$ cat src/rtl/pipeline_ctrl_pkg.sv
// Shared types and helpers for the pipeline hazard/forwarding control unit.
package pipeline_ctrl_pkg;

    // Records hold rd at this fixed width so the struct stays unparameterised.
    localparam int REC_AW = 8;
    localparam int FWD_RF = 0;

    typedef struct packed {
        logic              valid;
        logic              reg_write;
        logic              mem_read;
        logic [REC_AW-1:0] rd;
    } stage_rec_t;

    function automatic int fwd_w(input int stages);
        return $clog2(stages + 1);
    endfunction

endpackage

$ cat src/rtl/pipeline_ctrl_hazard_match.sv
// Youngest-match priority encoder of one ID source register over the in-flight
// writer records (stage 0 = EX is the youngest).
module hazard_match
    import pipeline_ctrl_pkg::*;
#(
    parameter int STAGES = 3,
    parameter int REG_AW = 5
) (
    input  stage_rec_t [STAGES-1:0]       recs,
    input  logic [REG_AW-1:0]             rs,
    input  logic                          used,
    output logic                          hit,
    output logic [$clog2(STAGES+1)-1:0]   index,
    output logic                          is_load
);

    localparam int IW = fwd_w(STAGES);

    logic [STAGES-1:0] match;
    logic [STAGES:0]   hit_c;
    logic [IW-1:0]     idx_c [STAGES+1];
    logic [STAGES:0]   load_c;

    assign hit_c[STAGES]  = 1'b0;
    assign idx_c[STAGES]  = '0;
    assign load_c[STAGES] = 1'b0;

    // Chain from the oldest stage toward stage 0 so the youngest match wins.
    generate
        for (genvar gi = 0; gi < STAGES; gi++) begin : g_stage
            assign match[gi]  = recs[gi].valid && recs[gi].reg_write && used &&
                                (rs != '0) && (recs[gi].rd == REC_AW'(rs));
            assign hit_c[gi]  = match[gi] || hit_c[gi+1];
            assign idx_c[gi]  = match[gi] ? IW'(gi) : idx_c[gi+1];
            assign load_c[gi] = match[gi] ? recs[gi].mem_read : load_c[gi+1];
        end
    endgenerate

    assign hit     = hit_c[0];
    assign index   = idx_c[0];
    assign is_load = load_c[0];

endmodule

$ cat src/rtl/pipeline_ctrl.sv
// Hazard detection, stall/flush and operand-forwarding control for the core.
// Optional feature macro: PIPELINE_CTRL_FORWARDING_EN (enables forwarding selects).
module pipeline_ctrl
    import pipeline_ctrl_pkg::*;
#(
    parameter int STAGES = 3,
    parameter int REG_AW = 5
) (
    input  logic                          clk,
    input  logic                          reset,
    input  logic                          id_valid,
    input  logic [REG_AW-1:0]             id_rs1,
    input  logic [REG_AW-1:0]             id_rs2,
    input  logic                          id_rs1_used,
    input  logic                          id_rs2_used,
    input  logic [REG_AW-1:0]             id_rd,
    input  logic                          id_reg_write,
    input  logic                          id_mem_read,
    input  logic                          branch_taken,
    output logic                          stall,
    output logic                          flush,
    output logic [$clog2(STAGES+1)-1:0]   fwd_sel1,
    output logic [$clog2(STAGES+1)-1:0]   fwd_sel2,
    output logic                          wb_valid,
    output logic                          wb_reg_write,
    output logic [REG_AW-1:0]             wb_rd,
    output logic [$clog2(STAGES+1)-1:0]   inflight
);

    localparam int FW = fwd_w(STAGES);

    stage_rec_t [STAGES-1:0] stage_reg;
    stage_rec_t              stage0_next;
    logic [STAGES-1:0]       valid_vec;

    logic          hit1, hit2, load1, load2;
    logic [FW-1:0] idx1, idx2;
    logic          load_use, hazard;

    hazard_match #(.STAGES(STAGES), .REG_AW(REG_AW)) u_match_rs1 (
        .recs    (stage_reg),
        .rs      (id_rs1),
        .used    (id_rs1_used),
        .hit     (hit1),
        .index   (idx1),
        .is_load (load1)
    );

    hazard_match #(.STAGES(STAGES), .REG_AW(REG_AW)) u_match_rs2 (
        .recs    (stage_reg),
        .rs      (id_rs2),
        .used    (id_rs2_used),
        .hit     (hit2),
        .index   (idx2),
        .is_load (load2)
    );

    // A load still in EX cannot be forwarded: its data exists only after stage 1.
    assign load_use = (hit1 && (idx1 == '0) && load1) || (hit2 && (idx2 == '0) && load2);

`ifdef PIPELINE_CTRL_FORWARDING_EN
    assign hazard   = load_use;
    assign fwd_sel1 = (hit1 && !reset) ? idx1 + FW'(1) : FW'(FWD_RF);
    assign fwd_sel2 = (hit2 && !reset) ? idx2 + FW'(1) : FW'(FWD_RF);
`else
    // Load-use is a subset of "any match"; keeping it in the OR costs nothing.
    assign hazard   = hit1 || hit2 || load_use;
    assign fwd_sel1 = FW'(FWD_RF);
    assign fwd_sel2 = FW'(FWD_RF);
`endif

    assign stall = !reset && id_valid && hazard && !branch_taken;
    assign flush = branch_taken;

    always_comb begin
        stage0_next = '0;
        if (id_valid && !stall && !branch_taken) begin
            stage0_next.valid     = 1'b1;
            stage0_next.reg_write = id_reg_write;
            stage0_next.mem_read  = id_mem_read;
            stage0_next.rd        = REC_AW'(id_rd);
        end
    end

    always_ff @(posedge clk) begin
        if (reset) begin
            stage_reg <= '0;
        end else begin
            stage_reg <= {stage_reg[STAGES-2:0], stage0_next};
        end
    end

    generate
        for (genvar gi = 0; gi < STAGES; gi++) begin : g_valid
            assign valid_vec[gi] = stage_reg[gi].valid;
        end
    endgenerate

    assign wb_valid     = !reset && stage_reg[STAGES-1].valid;
    assign wb_reg_write = stage_reg[STAGES-1].reg_write;
    assign wb_rd        = stage_reg[STAGES-1].rd[REG_AW-1:0];
    assign inflight     = reset ? '0 : FW'($countones(valid_vec));

endmodule

$ cat config.mk
export PLATFORM = sky130hd
export DESIGN_NAME = pipeline_ctrl
export DESIGN_NICKNAME = d
export VERILOG_FILES = /design/src/rtl/pipeline_ctrl_pkg.sv /design/src/rtl/pipeline_ctrl_hazard_match.sv /design/src/rtl/pipeline_ctrl.sv
export SDC_FILE = /design/constraint.sdc
export NUM_CORES = 1
export LEC_CHECK = 0
export BUFFER_PORTS_ARGS = -buffer_cell sky130_fd_sc_hd__buf_4
export CAP_MARGIN = 25
export CORE_ASPECT_RATIO = 1.5
export CORE_MARGIN = 5
export CORE_UTILIZATION = 30
export CTS_BUF_LIST = sky130_fd_sc_hd__clkbuf_4
export CTS_CLUSTER_SIZE = 12
export DETAILED_ROUTE_END_ITERATION = 10
export RECOVER_POWER = 100
export SLEW_MARGIN = 30
export SYNTH_ARGS = -nofsm -noshare
export SYNTH_HDL_FRONTEND = slang
export SYNTH_SLANG_ARGS = --single-unit
$ cat constraint.sdc
create_clock -name clk -period 2.3 [get_ports clk]
set_input_delay 0.345 -clock clk [delete_from_list [all_inputs] [get_ports clk]]
set_output_delay 0.345 -clock clk [all_outputs]
set_load 0.05 [all_outputs]
# Word level (Yosys, flattened, before mapping)
# Index checks and enable logic that the tools add are counted.
word_totals:
  ff_bits: 33
  latch_bits: 0
  mem_bits_rw: 0
  rom_bits: 0
  in_bits: 23
  out_inout_bits: 15
  wordCells: 82
  mem_count: 0
op_classes:
  addsub: 2
  n_mul: 0
  div: 0
  n_lt_le_gt_ge: 0
  n_eq_ne: 6
  shift: 0
  n_mux: 14
  n_bitwise: 1
  reduce_logical: 46
op_table:
  columns: ["operator", "count"]
  rows:
  - ["$eq A8 B5 Y1", 6]
  - ["$logic_and A1 B1 Y1", 31]
  - ["$mux W2", 7]
  - ["$mux W11", 1]
  - ["$reduce_bool A5 Y1", 2]
  - ["$logic_or A1 B1 Y1", 7]
  - ["$mux W1", 6]
  - ["$logic_not A2 Y1", 2]
  - ["$logic_not A1 Y1", 3]
  - ["$add A1 B1 Y2", 1]
  - ["$add A2 B1 Y2", 1]
  - ["$reduce_or A2 Y1", 1]
  - ["$not A1 Y1", 1]

# Depth between registers and ports, before layout
logic_depth:
  depth_word: 19
  mapped_depth: 5

# Modules after synthesis
# A second synthesis with hierarchy kept.
hier_totals:
  hier_cells: 152
  area_unflattened_um2: 1417.6
modules_own_cells:
  columns: ["module", "n_inst", "cells_each", "area_per_inst_um2", "seq_area_each_um2"]
  rows:
  - ["pipeline_ctrl", 1, 68, 794.5, 480.5]
  - ["hazard_match", 2, 42, 311.5, 0.0]

# Least setup slack after synthesis
# No wires, ideal clock.
synth_timing:
  path_kind: "input to output"
  from: "input id_rs2[3]"
  to: "output stall"
  arrival_time_ns: 1.671
  setup_slack_ns: 0.284
  stages: 5
  cell_sequence: "xor2_1 nor4_2 nand4_1 a31oi_4 o21a_1"
synth_between:
  elab_chain_cells: 13
  elab_cells_between_ends: 26
  cone_classes: "eq/ne: 3; mux: 6; reduce/logical: 17"
synth_lines:
  columns: ["item", "line", "rtl"]
  rows:
  - ["start, declared", "pipeline_ctrl.sv:13", "input logic [REG_AW-1:0] id_rs2,"]
  - ["$reduce_bool A5 Y1", "pipeline_ctrl_hazard_match.sv:32", "(rs != '0) && (recs[gi].rd == REC_AW'(rs));"]
  - ["$logic_and A1 B1 Y1", "pipeline_ctrl_hazard_match.sv:31", "assign match[gi] = recs[gi].valid && recs[gi].reg_write && used &&"]
  - ["$logic_and A1 B1 Y1", "pipeline_ctrl_hazard_match.sv:32", null]
  - ["$mux W2 (3 in a row)", "pipeline_ctrl_hazard_match.sv:34", "assign idx_c[gi] = match[gi] ? IW'(gi) : idx_c[gi+1];"]
  - ["$logic_not A2 Y1", "pipeline_ctrl.sv:59", "assign load_use = (hit1 && (idx1 == '0) && load1) || (hit2 && (idx2 == '0) && load2);"]
  - ["$logic_and A1 B1 Y1 (2 in a row)", "pipeline_ctrl.sv:59", null]
  - ["$logic_or A1 B1 Y1", "pipeline_ctrl.sv:59", null]
  - ["$logic_or A1 B1 Y1 *", "pipeline_ctrl.sv:67", "assign hazard = hit1 || hit2 || load_use;"]
  - ["$logic_and A1 B1 Y1 * (2 in a row)", "pipeline_ctrl.sv:72", "assign stall = !reset && id_valid && hazard && !branch_taken;"]
  - ["end, declared", "pipeline_ctrl.sv:20", "output logic stall,"]
# Mark *: on every way between the ends. The rest lies on a longest branch, timed or not.

# Worst setup path in the final report
layout_timing:
  from: "register stage_reg[1] (netlist name)"
  to: "output stall"
layout_between:
  elab_chain_cells: 10
  elab_cells_between_ends: 21
  cone_classes: "eq/ne: 2; mux: 4; reduce/logical: 15"
layout_lines:
  columns: ["item", "line", "rtl"]
  rows:
  - ["start, declared", "pipeline_ctrl.sv:32", "stage_rec_t [STAGES-1:0] stage_reg;"]
  - ["start signal, assigned", "pipeline_ctrl.sv:89", "stage_reg <= {stage_reg[STAGES-2:0], stage0_next};"]
  - ["$eq A8 B5 Y1", "pipeline_ctrl_hazard_match.sv:32", null]
  - ["$logic_and A1 B1 Y1", "pipeline_ctrl_hazard_match.sv:32", null]
  - ["$mux W2", "pipeline_ctrl_hazard_match.sv:34", null]
  - ["$logic_not A2 Y1", "pipeline_ctrl.sv:59", null]
  - ["$logic_and A1 B1 Y1 (2 in a row)", "pipeline_ctrl.sv:59", null]
  - ["$logic_or A1 B1 Y1", "pipeline_ctrl.sv:59", null]
  - ["$logic_or A1 B1 Y1 *", "pipeline_ctrl.sv:67", null]
  - ["$logic_and A1 B1 Y1 * (2 in a row)", "pipeline_ctrl.sv:72", null]
# Marks and branches as above.

==> flow_metrics.env <==
export IMPL_holdWs_ns=0.243
export IMPL_synth_top_area_cell="sky130_fd_sc_hd__dfxtp_1"
export IMPL_number_of_iterations_in_the_first_detailed_routing_pass=3
export IMPL_largest_register_ffs=15
export IMPL_critical_path_max_fanout=3
export IMPL_endpoint_kind="primary output"
export IMPL_floorplan_io_pins=38
export IMPL_synth_area_sq_um=1130
export IMPL_initial_core_util_pct=31.0
export IMPL_arrival_ns=1.89
export IMPL_antenna_cells=0
export IMPL_wirelength_mm=2.54
export IMPL_synthFlopType="sky130_fd_sc_hd__dfxtp_1"
export IMPL_htreeDepth=1
export IMPL_groute_usage_overall_pct=10.8
export IMPL_layout_worst_path_cycle_share_pct=97.1
export IMPL_synthesis_instances=114
export IMPL_clock_input_transition_at_the_sequential_cells_of_the_worst_setup_and_hold_paths_ns=0.13
export IMPL_dpl_cell_area_sq_um=1380
export IMPL_synthArstFlopShare_pct=0
export IMPL_grt_max_degree=19
export IMPL_criticalPathCategory="register to primary output"
export IMPL_cellPowerDensity_nw_per_um2=491
export IMPL_cp_required_ns=1.96
export IMPL_max_slew_worst_pin_slew_ns=0.608
export IMPL_setup_worst_path_start_class="register"
export IMPL_post_cts_gate_resize_count=0
export IMPL_synth_most_common_cell="sky130_fd_sc_hd__xor2_1"
export IMPL_synth_top_cell_area_share_pct=37.2
export IMPL_areaGrowthSynthToFinish_pct=22.6
export IMPL_post_synth_num_cell_types=20
export IMPL_synth_commonest_cells="sky130_fd_sc_hd__xor2_1 (24), sky130_fd_sc_hd__dfxtp_1 (21), sky130_fd_sc_hd__nor2b_1 (17)"
export IMPL_postCtsHoldBufs=0
export IMPL_dp_final_hpwl_mm=2.05
export IMPL_grt_antenna_before_repair=0
export IMPL_avgRoutedWirePerCell_um=13.5
export IMPL_r2r_setup_slack_ns=0.53
export IMPL_floorplan_die_area_sq_um=5120
export IMPL_seq_area_frac_synth_pct=37.2
export IMPL_drive_above_1_share_pct=26.9
export IMPL_globalRouteOverflowTotal=0
export IMPL_netlist_top_cells_area="sky130_fd_sc_hd__dfxtp_1 (37%), sky130_fd_sc_hd__xor2_1 (19%), sky130_fd_sc_hd__nor2b_1 (9.4%)"
export IMPL_grt_pass1_wl_mm=4.24
export IMPL_cts_root_buffer_cell="sky130_fd_sc_hd__clkbuf_4"
export IMPL_ir_drop_v=0.000228
export IMPL_yosys_register_bits=21
export IMPL_buffer_count_from_post_cts_setup_fixing=0
export IMPL_drtAntennaViolNets=0
export IMPL_power_static_leakage_uw=0.000582
export IMPL_layout_nets=170
export IMPL_ys_warnings_count=0
export IMPL_fin_worst_skew_ns=0.0182
export IMPL_die_w_um=60.1
export IMPL_first_iter_violations=15
export IMPL_avgSynthCellArea_sq_um=9.92
export IMPL_die_h_um=85.2
export IMPL_grt_pass1_vias=947
export IMPL_n_fill_cell=374
export IMPL_drc_markers=0
export IMPL_cell_rows=27
export IMPL_status="finished, final reports clean"
export IMPL_clkSinkCount=21
export IMPL_tritoncts="done"
export IMPL_cap_viol_max_count=0
export IMPL_setup_violations=0
export IMPL_clockBufferDepth=2
export IMPL_vias=854
export IMPL_hold_path_class="input pin to register"
export IMPL_drt_vias_per_instance=4.54
export IMPL_fmaxAchievable_mhz=448
export IMPL_floorplan_core_area_sq_um=3650
export IMPL_final_max_slew_viol_count=0
export IMPL_min_period_ns=2.23
export IMPL_relSlewSlack_pct=59.6
export IMPL_stdcell_area_sq_um=1390
export IMPL_synth_edf_count=0
export IMPL_numPortBuffers=32
export IMPL_clkLatencyLatePin_ns=0.32
export IMPL_gp_congestion=0.860
export IMPL_report_final_hold_viol_count=0
export IMPL_cts_inserted_buffers=3
-- layout make-up --
class	instances	area [sq um]	share of cell area, %
multi-input cells	85	656	47.3
flip-flops and latches	21	423	30.5
repair buffers	35	226	16.3
well taps	43	53.8	3.88
clock buffers	3	22.5	1.62
clock inverters	1	5.00	0.361
-- final timing paths --
kind,depth (start not counted),from,endpoint
setup / recovery,6,stage_reg[1]$_SDFF_PP0_,stall
hold / removal,3,id_rd[0],stage_reg[0]$_SDFF_PP0_
setup reg to reg,6,stage_reg[1]$_SDFF_PP0_,stage_reg[2]$_SDFF_PP0_
hold reg to reg,1,stage_reg[4]$_SDFF_PP0_,stage_reg[15]$_SDFF_PP0_
-- routing by layer --
| layer | vias up | share of wire [%] | track usage [%] |
|---|---|---|---|
| met5 | - | 0 | 0 |
| met3 | 5 | 7.9 | 2.13 |
| met4 | 0 | 2.5 | 5.44 |
| li1 | 436 | - | - |
| met2 | 32 | 48 | 18.0 |
| met1 | 381 | 42 | 12.6 |
-- critical path, stage by stage, from the launching register on --
cell and delay (ns):
sky130_fd_sc_hd__dfxtp_2 0.35, sky130_fd_sc_hd__xor2_1 0.15, sky130_fd_sc_hd__nor4_1 0.33, sky130_fd_sc_hd__nand4_1 0.20, sky130_fd_sc_hd__a31oi_4 0.24, sky130_fd_sc_hd__o21a_1 0.15, sky130_fd_sc_hd__buf_6 0.16
-- cell families (layout without fill, tap and decap cells) --
family                     Yosys count  in the layout  synth area share (%)
DFF                                 21             21                  37.2
and+or+nand+nor                     45             45                  24.9
buffers and inverters               11             39                  6.97
other                                1              4                 0.332
AOI/OAI and AO/OA                    5              5                  5.64
adders and majority gates            1              1                  1.77
xor gates and xnor gates            30             30                  23.2
-- cell usage in the layout (no fill, tap or decap), drive strengths merged --
| master | count |
|---|---|
| a31oi | 2 |
| xor2 | 24 |
| clkbuf | 14 |
| dfxtp | 21 |
| nor3b | 2 |
| nor4 | 6 |
| o21ai | 2 |
| nand4 | 6 |
| nor3 | 6 |
| xnor2 | 6 |
| o21a | 1 |
| clkinv | 1 |
| or4 | 2 |
| nand2 | 6 |
| nor2b | 17 |
| conb | 4 |
| buf | 24 |
| fa | 1 |
-- where the power goes --
group	internal, uW	switching [uW]
clock	65.0	115
combinational	50.3	71.4
sequential	371	7.63
-- through the flow --
step           TNS (ns)  power [uW]  utilization (%)  worst slack (ns)  std cells
3_3_place_gp          0         505             37.8             0.214        184
5_1_grt        -0.00379         715             38.0          -0.00379        188
3_5_place_dp          0         509             37.8             0.217        184
2_1_floorplan         0         459                -             0.284        117
6_report              0         680             38.0            0.0668        188
4_1_cts               0         686             38.6            0.0143        188
(Power assumes the default switching activity.)
